==> src/rtl/eth_int_ctrl.sv <==
// rtl/eth_int_ctrl.sv - Ethernet MAC interrupt source/mask controller with holdoff
//
// Latches single-cycle datapath event pulses into a sticky write-1-to-clear
// source register. The sources are gated by a mask, and the result drives one
// level-sensitive interrupt line. A programmable holdoff keeps the line low for
// a minimum time between assertions.
//
// Ports:
//   clk    - single clock
//   rst    - asynchronous active-high reset
//   evt    - event pulses, one bit per source (TXB,TXE,RXB,RXE,BUSY,TXC,RXC)
//   addr   - register select: 0 INT_SOURCE, 1 INT_MASK, 2 HOLDOFF, 3 reserved
//   wr/rd  - one-cycle write / read strobes
//   wdata  - write data
//   rdata  - read data, registered, held until the next read
//   rvalid - one-cycle pulse accompanying rdata
//   intr   - registered interrupt request, active-high level
module eth_int_ctrl #(
    parameter int NUM_SRC   = 7,
    parameter int HOLDOFF_W = 16
) (
    input  logic                 clk,
    input  logic                 rst,
    input  logic [NUM_SRC-1:0]   evt,
    input  logic [1:0]           addr,
    input  logic                 wr,
    input  logic                 rd,
    input  logic [31:0]          wdata,
    output logic [31:0]          rdata,
    output logic                 rvalid,
    output logic                 intr
);

    localparam logic [1:0] ST_IDLE   = 2'd0;
    localparam logic [1:0] ST_ASSERT = 2'd1;
    localparam logic [1:0] ST_HOLD   = 2'd2;

    localparam logic [1:0] A_SOURCE  = 2'd0;
    localparam logic [1:0] A_MASK    = 2'd1;
    localparam logic [1:0] A_HOLDOFF = 2'd2;

    logic [NUM_SRC-1:0]   src_q, src_d;
    logic [NUM_SRC-1:0]   mask_q, mask_d;
    logic [HOLDOFF_W-1:0] holdoff_q, holdoff_d;
    logic [HOLDOFF_W-1:0] cnt_q, cnt_d;
    logic [1:0]           state_q, state_d;
    logic                 intr_q, intr_d;
    logic [31:0]          rdata_q, rdata_d;
    logic                 rvalid_q, rvalid_d;

    logic [NUM_SRC-1:0]   src_clr;
    logic                 pending;
    logic [31:0]          rd_mux;

    // Upper write-data bits have no storage behind them.
    logic unused_wdata;
    assign unused_wdata = ^wdata[31:HOLDOFF_W];

    always_comb begin
        // Event set is ORed in last so that a same-cycle event beats the W1C.
        src_clr   = (wr && addr == A_SOURCE) ? wdata[NUM_SRC-1:0] : '0;
        src_d     = (src_q & ~src_clr) | evt;
        mask_d    = (wr && addr == A_MASK) ? wdata[NUM_SRC-1:0] : mask_q;
        holdoff_d = (wr && addr == A_HOLDOFF) ? wdata[HOLDOFF_W-1:0] : holdoff_q;

        pending = |(src_q & mask_q);

        state_d = state_q;
        cnt_d   = cnt_q;
        case (state_q)
            ST_IDLE: begin
                if (pending) begin
                    state_d = ST_ASSERT;
                end
            end
            ST_ASSERT: begin
                if (!pending) begin
                    // The holdoff is captured here; later HOLDOFF writes
                    // only apply to the next low period.
                    cnt_d   = holdoff_q;
                    state_d = (holdoff_q != '0) ? ST_HOLD : ST_IDLE;
                end
            end
            ST_HOLD: begin
                cnt_d = cnt_q - HOLDOFF_W'(1);
                if (cnt_q == HOLDOFF_W'(1)) begin
                    state_d = ST_IDLE;
                end
            end
            default: begin
                state_d = ST_IDLE;
                cnt_d   = '0;
            end
        endcase

        intr_d = (state_d == ST_ASSERT);

        // Reads return the register contents from before any same-cycle write.
        case (addr)
            A_SOURCE:  rd_mux = 32'(src_q);
            A_MASK:    rd_mux = 32'(mask_q);
            A_HOLDOFF: rd_mux = 32'(holdoff_q);
            default:   rd_mux = 32'h0;
        endcase
        rdata_d  = rd ? rd_mux : rdata_q;
        rvalid_d = rd;
    end

    always_ff @(posedge clk or posedge rst) begin
        if (rst) begin
            src_q     <= '0;
            mask_q    <= '0;
            holdoff_q <= '0;
            cnt_q     <= '0;
            state_q   <= ST_IDLE;
            intr_q    <= 1'b0;
            rdata_q   <= 32'h0;
            rvalid_q  <= 1'b0;
        end else begin
            src_q     <= src_d;
            mask_q    <= mask_d;
            holdoff_q <= holdoff_d;
            cnt_q     <= cnt_d;
            state_q   <= state_d;
            intr_q    <= intr_d;
            rdata_q   <= rdata_d;
            rvalid_q  <= rvalid_d;
        end
    end

    assign intr   = intr_q;
    assign rdata  = rdata_q;
    assign rvalid = rvalid_q;

endmodule

==> config.mk <==
export PLATFORM = sky130hd
export DESIGN_NAME = eth_int_ctrl
export DESIGN_NICKNAME = d
export VERILOG_FILES = /design/src/rtl/eth_int_ctrl.sv
export SDC_FILE = /design/constraint.sdc
export NUM_CORES = 1
export LEC_CHECK = 0
export BUFFER_PORTS_ARGS = -buffer_cell sky130_fd_sc_hd__buf_2
export CORE_ASPECT_RATIO = 1.25
export CORE_MARGIN = 1.5
export CORE_UTILIZATION = 54
export CTS_CLUSTER_SIZE = 20
export DETAILED_ROUTE_END_ITERATION = 10
export HOLD_SLACK_MARGIN = 0.15
export PLACE_DENSITY = 0.77
export SLEW_MARGIN = 10
export SYNTH_ARGS = -nofsm -noshare
export SYNTH_HDL_FRONTEND = slang
export SYNTH_SLANG_ARGS = --single-unit
==> constraint.sdc <==
create_clock -name clk -period 2.6 [get_ports clk]
set_clock_uncertainty 0.2 [all_clocks]
set_input_delay 0.39 -clock clk [delete_from_list [all_inputs] [get_ports clk]]
set_output_delay 0.39 -clock clk [all_outputs]
set_load 0.005 [all_outputs]
---- Yosys cells after proc, flatten, opt, wreduce, memory -nomap -nowiden ----
Index checks and enable logic that the tools add are counted.
Widths: inputs -> output; s select.
word-level totals
  bits in registers ....................... 82
  logic and storage cells ................. 38
  output and inout bits ................... 34
operators by class
  bitwise gates (word level) .............. 5
  multiplexer cells ....................... 9
  reductions and logical operators ........ 8
  add/subtract/negate cells ............... 1
  eq/ne operators ......................... 7
operators by type and width
  cell                   count
  $pmux 16 s3            2
  $eq 16x1->1 const B    1
  $mux 16                1
  $reduce_bool 16->1     1
  $sub 16x1->16 const B  1
  $and 7x7->7            2
  $mux 2                 4
  $mux 7                 1
  $not 7->7              1
  $or 7x7->7             1
  $reduce_or 7->1        1
  $eq 2x1->1 const B     3
  $pmux 2 s3             1
  $eq 2x2->1 const B     2
  $logic_not 2->1        2
  $logic_and 1x1->1      3
  $ne 2x2->1 const B     1
  $reduce_and 2->1       1
  $not 1->1              1

---- Longest topological paths before layout ----
Gate-level depths: netlist (run 1).
  depth after elaboration ................. 6
  gate-level depth with buffers ........... 8
  depth with buffers taken out ............ 7

---- Least setup slack after synthesis (run 1) ----
No wires, ideal clock.
  path type ............................... register -> register
  start point ............................. reg cnt_q[3]
  end point ............................... reg cnt_q[15]
  clock period less this slack ............ 1990 ps
  cell stages (with the launch flop) ...... 6
  arrival time ............................ 1666 ps
  buffers on the path ..................... 0
  setup slack ............................. 610 ps
  setup time .............................. 124 ps
  cell sequence ........................... dfrtp_1 -> nor4_4 -> and3_1 -> nand3_1 -> a21o_1 -> a211o_1
on the way
  longest elaborated chain between the ends .. 2
RTL lines
  element                 line  RTL
  from (decl)             45    logic [HOLDOFF_W-1:0] cnt_q, cnt_d;
  from (signal assigned)  123   cnt_q <= cnt_d;
  $sub 16x1->16           85    cnt_d = cnt_q - HOLDOFF_W'(1);
  $pmux 16 s3             70    case (state_q)
No other way between the ends.
A chain may end at the register's enable or synchronous reset.

---- Final worst setup path (run 1) ----
  start point ............................. reg state_q[0]
  end point ............................... reg intr_q (netlist: intr)
on the way
  longest elaborated chain between the ends .. 3
  elaborated cells on any way between the ends .. 8
  classes of those cells .................. eq/ne (3); mux (4); reduce/logical (1)
RTL lines
  element                             line  RTL
  from (decl)                         46    logic [1:0] state_q, state_d;
  from (signal assigned)              124   state_q <= state_d;
  $eq 2x2->1 (tied with other cells)  70
  $pmux 2 s3 *                        70
  $eq 2x1->1 *                        96    intr_d = (state_d == ST_ASSERT);
  net intr_d                          47    logic intr_q, intr_d;
  to (signal assigned)                125   intr_q <= intr_d;
  to (decl)                           47
Mark *: on every way through the listed nets, which the timed path passes. The rest lies on a longest branch.

==> impl_metrics.toml, run 1 <==
[status]
status = "completed"

[power_and_ir_drop]
share_comb_of_total_power_pct = 36.4
power.share.clock_pct = 21.3
fin_total_pwr_mw = 3.367
net-switching-power_mw = 1.283
p_leak_nw = 1.832
power-per-cell-area_nw_per_um2 = 825.0
vdd_ir_drop_max_mv = 0.4399
cellInternalPower_mw = 2.084
share_seq_of_total_power_pct = 42.3
power.share.switching_pct = 38.11

[sta]
maxSlewViolCount = 0
rsz0062_at_grt = "no"
slew_headroom_pct = 57.53
setup_violations = 0
post-route-period-util_pct = 85.78
hold_slack_ns = 0.3212
final.min_clock_period_ns = 2.230
setup_tns_ns = 0
timing.fmax_mhz = 448.4
fin_ws_ns = 0.3698
finalHoldViolations = 0
slew_at_the_pin_closest_to_its_max_slew_limit_ns = 0.6312

[synth]
yosys_warnings = 0
ys_seq_area_share_pct = 49.68
synthCells = 332
synth.top_cell.area_share_pct = 49.68
post-synth-top-area-cell = "sky130_fd_sc_hd__dfrtp_1"
synth.area.top_cells = "sky130_fd_sc_hd__dfrtp_1, sky130_fd_sc_hd__mux2_2, sky130_fd_sc_hd__o21ai_0"
synth-edff-count = 0
synth_area_um2 = 3324
synth_area_per_cell_um2 = 10.01
yosys_register_bits = 66
postSynth.asyncResetShare_pct = 100.0
synth-main-ff-cell = "sky130_fd_sc_hd__dfrtp_1"
netlist-cell-type-count = 44

[route]
vias_per_cell = 5.816
drt-total-wl_um = 8240
vias = 2908
initial_drc_count = 273
final_antenna_net_count = 0
drc_errors = 0
drtPass1Iterations = 7
detail_route.wl_per_cell_um = 16.48

[clocking]
clock_tree.buffer_depth = 2
cts-resized-gates = 0
cts_inserted_buffers = 9
cts.htree.levels = 3
cts_tree = "done"
source_to_sink_clock_delay_at_the_later_pin_of_the_worst_skew_pair_ns = 0.35
cts_root_buf = "sky130_fd_sc_hd__clkbuf_8"
clk_pin_slew_worst_paths_ns = 0.07
clock_sinks = 66

[setup_path]
critical_path.endpoint_type = "flop"
worst_path_most_repeated_cell = "sky130_fd_sc_hd__inv_1"
critical-path-top-delay-family = "compound AO/OA/AOI/OAI gates"
start_kind = "flop"
worstPathBufferInverterCount = 2
crit-reg2reg-launch = "state_q[0]"
crit_slowest_cell = "sky130_fd_sc_hd__ha_1"
critical_path_arrival_ns = 2.28
path_class = "reg -> reg"
r2r_slack_ns = 0.37
cp_cell_sequence = "inv_1 -> ha_1 -> inv_1 -> a41oi_1 -> a21oi_1 -> o21a_1 -> nor4bb_1"
worst_path_largest_cell_delay_ns = 0.43
reg2regPathDepth = 7
r2r_path_end = "intr"
critical_path_peak_fanout = 11
timing.critical_path.required_ns = 2.65

[worst_hold_path]
min_delay_path_depth = 2
min_path_type = "reg -> reg"
min_from = "rdata[3]"
holdPathEnd = "rdata[3]"

[final_layout]
drive_gt1_share_pct = 22.25
final-instance-count-excl-fill = 500
antenna_cells_inserted = 0
post-route-util_pct = 69.69
net_count_final = 465
post-route-cell-area_um2 = 4081
fill_cells = 433
area_delta_synth_final_pct = 22.77

[job]
max_cap_viol_count = 0

[die]
floorplan.die.height_um = 90.73
die_area_um2 = 6639
std_cell_core_area_um2 = 5857
row_count = 31
i_o_pins = 79
starting_utilization_of_the_core_area_pct = 56.76
die-width_um = 73.18

[global_routing]
first_global_vias = 2760
grt_util_met2_pct = 45.68
grt_busiest_layer = "met2"
met1_usage_pct = 31.94
track_usage_pct = 26.69
grt_overflow = 0
met3_usage_pct = 4.911
global_route_wire_length_before_repair_um = 13580
antenna_violations_before_repair = 0
grt_max_degree = 67

[placed_design]
place.gp.congestion = 0.9320
port-buffer-count = 46
placedCellCount = 454
dpl-instance-area_um2 = 3618
dp_hpwl_um = 5272
detailedPlace.worstSlack_ns = 0.4212
-- final cells by class --
class / instances / area [µm²] / share of cell area, %
Timing Repair Buffer: 86 / 620.6 / 15.21
Clock buffer: 12 / 135.1 / 3.311
Clock inverter: 3 / 17.52 / 0.4292
Sequential cell: 66 / 1652 / 40.47
Inverter: 17 / 63.81 / 1.563
Tap cell: 82 / 102.6 / 2.514
Multi-Input combinational cell: 234 / 1490 / 36.51
-- cell families after synthesis --
group,Yosys count,share of synthesized area [%]
multiplexers,30,9.899
AO/OA/AOI/OAI,84,15.43
other,1,0.1128
flip-flops,66,49.68
adder cells (fa/ha/maj),6,2.258
buffers and inverters,47,7.189
XOR/XNOR,4,1.054
AND/OR/NAND/NOR,94,14.38
-- worst min-delay path, stage by stage, from the launching register on --
cell	delay, ns
sky130_fd_sc_hd__dfrtp_1	0.34
sky130_fd_sc_hd__nor2_1	0.04
sky130_fd_sc_hd__a21oi_1	0.10
-- flip-flops by register name, summed over array words and instances (netlist names) --
name       flops
state_q        2
holdoff_q     16
cnt_q         16
rdata         16
mask_q         7
src_q          7
intr           1
rvalid         1
-- metal layers --
| layer | part of all wire (%) | routed length [µm] | up-vias |
|---|---|---|---|
| li1 | - | - | 1322 |
| met1 | 39 | 3198 | 1405 |
| met2 | 51 | 4237 | 148 |
| met3 | 5.7 | 472 | 33 |
| met4 | 4.0 | 332 | 0 |
| met5 | 0 | 0 | - |
-- power groups by stage --
stage          logic (mW)  registers [mW]  clock network (mW)
2_1_floorplan       0.847            1.38                   0
3_3_place_gp         1.12            1.43                   0
3_5_place_dp         1.16            1.44                   0
4_1_cts              1.20            1.42               0.722
5_1_grt              1.35            1.45               0.764
6_report             1.23            1.42               0.717
-- worst max-delay path by stage --
stage	startpoint	end	cells after the start
2_1_floorplan	rst	cnt_q[0]	1
3_3_place_gp	state_q[0]	intr	7
3_5_place_dp	state_q[0]	intr	7
4_1_cts	state_q[0]	intr	7
5_1_grt	state_q[0]	intr	7
6_report	state_q[0]	intr	7
-- Yosys cell counts, types with 2 or more instances --
cell and instances:
sky130_fd_sc_hd__nand4_1 7, sky130_fd_sc_hd__nor3b_1 2, sky130_fd_sc_hd__o21ai_0 29, sky130_fd_sc_hd__a21o_1 9, sky130_fd_sc_hd__nand3_1 4, sky130_fd_sc_hd__nor2_1 23
sky130_fd_sc_hd__nor4_1 7, sky130_fd_sc_hd__clkbuf_1 12, sky130_fd_sc_hd__a21oi_1 23, sky130_fd_sc_hd__buf_2 2, sky130_fd_sc_hd__dfrtp_1 66, sky130_fd_sc_hd__and3_1 3
sky130_fd_sc_hd__o22ai_1 2, sky130_fd_sc_hd__mux2_2 23, sky130_fd_sc_hd__nand2_1 30, sky130_fd_sc_hd__xnor2_1 3, sky130_fd_sc_hd__mux2i_1 7, sky130_fd_sc_hd__nor3_1 6
sky130_fd_sc_hd__ha_1 6, sky130_fd_sc_hd__o31a_1 2, sky130_fd_sc_hd__and2_1 2, sky130_fd_sc_hd__a32oi_1 5, sky130_fd_sc_hd__inv_1 17, sky130_fd_sc_hd__a22oi_1 6
sky130_fd_sc_hd__nor4b_1 2, sky130_fd_sc_hd__buf_4 16
-- placed cells by master (no fill, tap or decap), types with 7 or more instances in the layout --
cell type	instances
sky130_fd_sc_hd__clkbuf_8	9
sky130_fd_sc_hd__dfrtp_1	66
sky130_fd_sc_hd__inv_1	16
sky130_fd_sc_hd__nand4_1	7
sky130_fd_sc_hd__mux2i_1	7
sky130_fd_sc_hd__a21oi_1	23
sky130_fd_sc_hd__nor4_1	7
sky130_fd_sc_hd__buf_4	8
sky130_fd_sc_hd__nand2_1	30
sky130_fd_sc_hd__conb_1	16
sky130_fd_sc_hd__buf_2	46
sky130_fd_sc_hd__dlygate4sd3_1	31
sky130_fd_sc_hd__o21ai_0	29
sky130_fd_sc_hd__mux2_2	23
sky130_fd_sc_hd__a21o_1	9
sky130_fd_sc_hd__nor2_1	23
-- timing repair --
action | 4_1_cts | 5_1_grt
buffers inserted | 0 | 0
hold buffers | 31 | 0
hold endpoints to repair | 97 | 0
endpoints found under the setup margin | 0 | 0
Note: power is estimated with default switching activity, not from simulation.
==> run 2, diff against run 1 <==
Settings changed: ABC_AREA set to 1, PLACE_DENSITY 0.77 to 0.76.
==> impl_metrics.toml, run 2 <==
[global_routing]
grt_busiest_layer = "met2"
grt_overflow = 0
antenna_violations_before_repair = 0
first_global_vias = 3067
global_route_wire_length_before_repair_um = 13610
grt_max_degree = 32
grt_util_met2_pct = 42.19
track_usage_pct = 24.46
met1_usage_pct = 27.48
met3_usage_pct = 6.311

[setup_path]
critical_path_arrival_ns = 2.04
path_class = "reg -> reg"
critical_path.endpoint_type = "flop"
crit-reg2reg-launch = "state_q[1]"
r2r_path_end = "intr"
reg2regPathDepth = 8
timing.critical_path.required_ns = 2.68
critical_path_peak_fanout = 12
r2r_slack_ns = 0.64
start_kind = "flop"

[sta]
final.min_clock_period_ns = 1.959
timing.fmax_mhz = 510.3
setup_tns_ns = 0
setup_violations = 0
slew_headroom_pct = 58.45
hold_slack_ns = 0.1557
slew_at_the_pin_closest_to_its_max_slew_limit_ns = 0.6233
maxSlewViolCount = 0
rsz0062_at_grt = "no"
finalHoldViolations = 0
post-route-period-util_pct = 75.36

[placed_design]
place.gp.congestion = 0.8872
dp_hpwl_um = 5731
port-buffer-count = 46

[route]
vias = 3186
drt-total-wl_um = 8235
vias_per_cell = 4.970
final_antenna_net_count = 0
drc_errors = 0
detail_route.wl_per_cell_um = 12.85
drtPass1Iterations = 4
initial_drc_count = 305

[clocking]
source_to_sink_clock_delay_at_the_later_pin_of_the_worst_skew_pair_ns = 0.35
clock_tree.buffer_depth = 2
cts_inserted_buffers = 9
cts-resized-gates = 0
clk_pin_slew_worst_paths_ns = 0.07
cts.htree.levels = 3
clock_sinks = 66
cts_root_buf = "sky130_fd_sc_hd__clkbuf_8"
cts_tree = "done"

[power_and_ir_drop]
p_leak_nw = 2.264
cellInternalPower_mw = 2.110
vdd_ir_drop_max_mv = 0.4614
power.share.clock_pct = 25.1
net-switching-power_mw = 1.422
share_comb_of_total_power_pct = 36.7
power.share.switching_pct = 40.26
fin_total_pwr_mw = 3.532
share_seq_of_total_power_pct = 38.2
power-per-cell-area_nw_per_um2 = 827.5

[die]
die_area_um2 = 7166
i_o_pins = 79
floorplan.die.height_um = 94.27
row_count = 33
std_cell_core_area_um2 = 6482
die-width_um = 76.02
starting_utilization_of_the_core_area_pct = 55.51

[final_layout]
antenna_cells_inserted = 0
drive_gt1_share_pct = 15.88
final_cell_mix = "sky130_fd_sc_hd__nand2_1, sky130_fd_sc_hd__inv_1, sky130_fd_sc_hd__dfrtp_1"
layout_commonest_cell = "sky130_fd_sc_hd__nand2_1"
net_count_final = 600
area_delta_synth_final_pct = 18.60

[synth]
synth-main-ff-cell = "sky130_fd_sc_hd__dfrtp_1"
post-synth-top-area-cell = "sky130_fd_sc_hd__dfrtp_1"
synth-edff-count = 0
yosys_register_bits = 66
synthCells = 478
most_common_cell_in_the_synthesized_netlist = "sky130_fd_sc_hd__nand2_1"
netlist-cell-type-count = 26
synth.top_cell.area_share_pct = 45.90
synth.area.top_cells = "sky130_fd_sc_hd__dfrtp_1, sky130_fd_sc_hd__nand2_1, sky130_fd_sc_hd__inv_1"
synth_area_um2 = 3598
yosys_warnings = 0
synth.top_cells.by_count = "sky130_fd_sc_hd__nand2_1, sky130_fd_sc_hd__inv_1, sky130_fd_sc_hd__dfrtp_1"
synth_area_per_cell_um2 = 7.528
postSynth.asyncResetShare_pct = 100.0
ys_seq_area_share_pct = 45.90

[worst_hold_path]
min_path_type = "in -> reg"
min_from = "wdata[2]"
min_delay_path_depth = 3
holdPathEnd = "mask_q[2]"

[status]
status = "completed"

[job]
max_cap_viol_count = 0
## run 2: per-stage QoR
step / setup slack [ns] / instances / utilization, % / instance area [µm²]
final: 0.6405 / 641 / 65.84 / 4268
after global routing: 0.4425 / 641 / 65.84 / 4268
after detailed placement: 0.6407 / 602 / 59.14 / 3834
after CTS: 0.6242 / 641 / 65.84 / 4268
after global placement: 0.6803 / 602 / 59.14 / 3834
after floorplan: 0.3552 / 493 / - / 3655
## run 2: kinds of logic after synthesis
logic type	count (synthesis)	synth area share (%)
fa+ha+maj	6	2.086
simple gates	233	27.02
compound gates	64	9.318
buf+inv	98	12.48
flops	66	45.90
other cells	1	0.1042
mux	10	3.095
## run 2: final cells by class
type                    instances  area [µm²]
fillers                       561        2215
clock buffers                  10       137.6
repair buffers                 72       483.0
inverters                      71       266.5
flip-flops and latches         66        1652
clock inverters                 6       66.31
multi-input cells             329        1554
well taps                      87       108.9
## run 2: worst max path at each step
stage,from,end
6_report,state_q[1],intr
5_1_grt,state_q[1],intr
4_1_cts,state_q[1],intr
3_5_place_dp,state_q[1],intr
3_3_place_gp,state_q[1],intr
2_1_floorplan,rst,cnt_q[0]
## run 2: per-layer routing
metal  wire length, µm  part of all wire, %
met2              4120                   50
met4               360                  4.4
met5                 0                    0
met1              3423                   42
met3               331                  4.0
## run 2: worst max-delay path, stage by stage, from the launching register on
cell,delay (ns)
sky130_fd_sc_hd__dfrtp_1,0.41
sky130_fd_sc_hd__inv_1,0.11
sky130_fd_sc_hd__ha_1,0.45
sky130_fd_sc_hd__nand2_2,0.12
sky130_fd_sc_hd__nand2_4,0.19
sky130_fd_sc_hd__inv_1,0.16
sky130_fd_sc_hd__nand2_1,0.09
sky130_fd_sc_hd__nand2_1,0.06
sky130_fd_sc_hd__nor2_1,0.09
## run 2: power by group through the flow
stage	clock (mW)	combinational, mW	sequential (mW)
final	0.888	1.29	1.35
after global routing	0.948	1.49	1.37
after CTS	0.902	1.29	1.35
after detailed placement	0	1.26	1.37
after global placement	0	1.23	1.36
after floorplan	0	1.01	1.33
## run 2: timing repair
item / CTS / global route
buffers inserted: 0 / 0
hold buffers: 23 / 0
hold endpoints to repair: 44 / 0
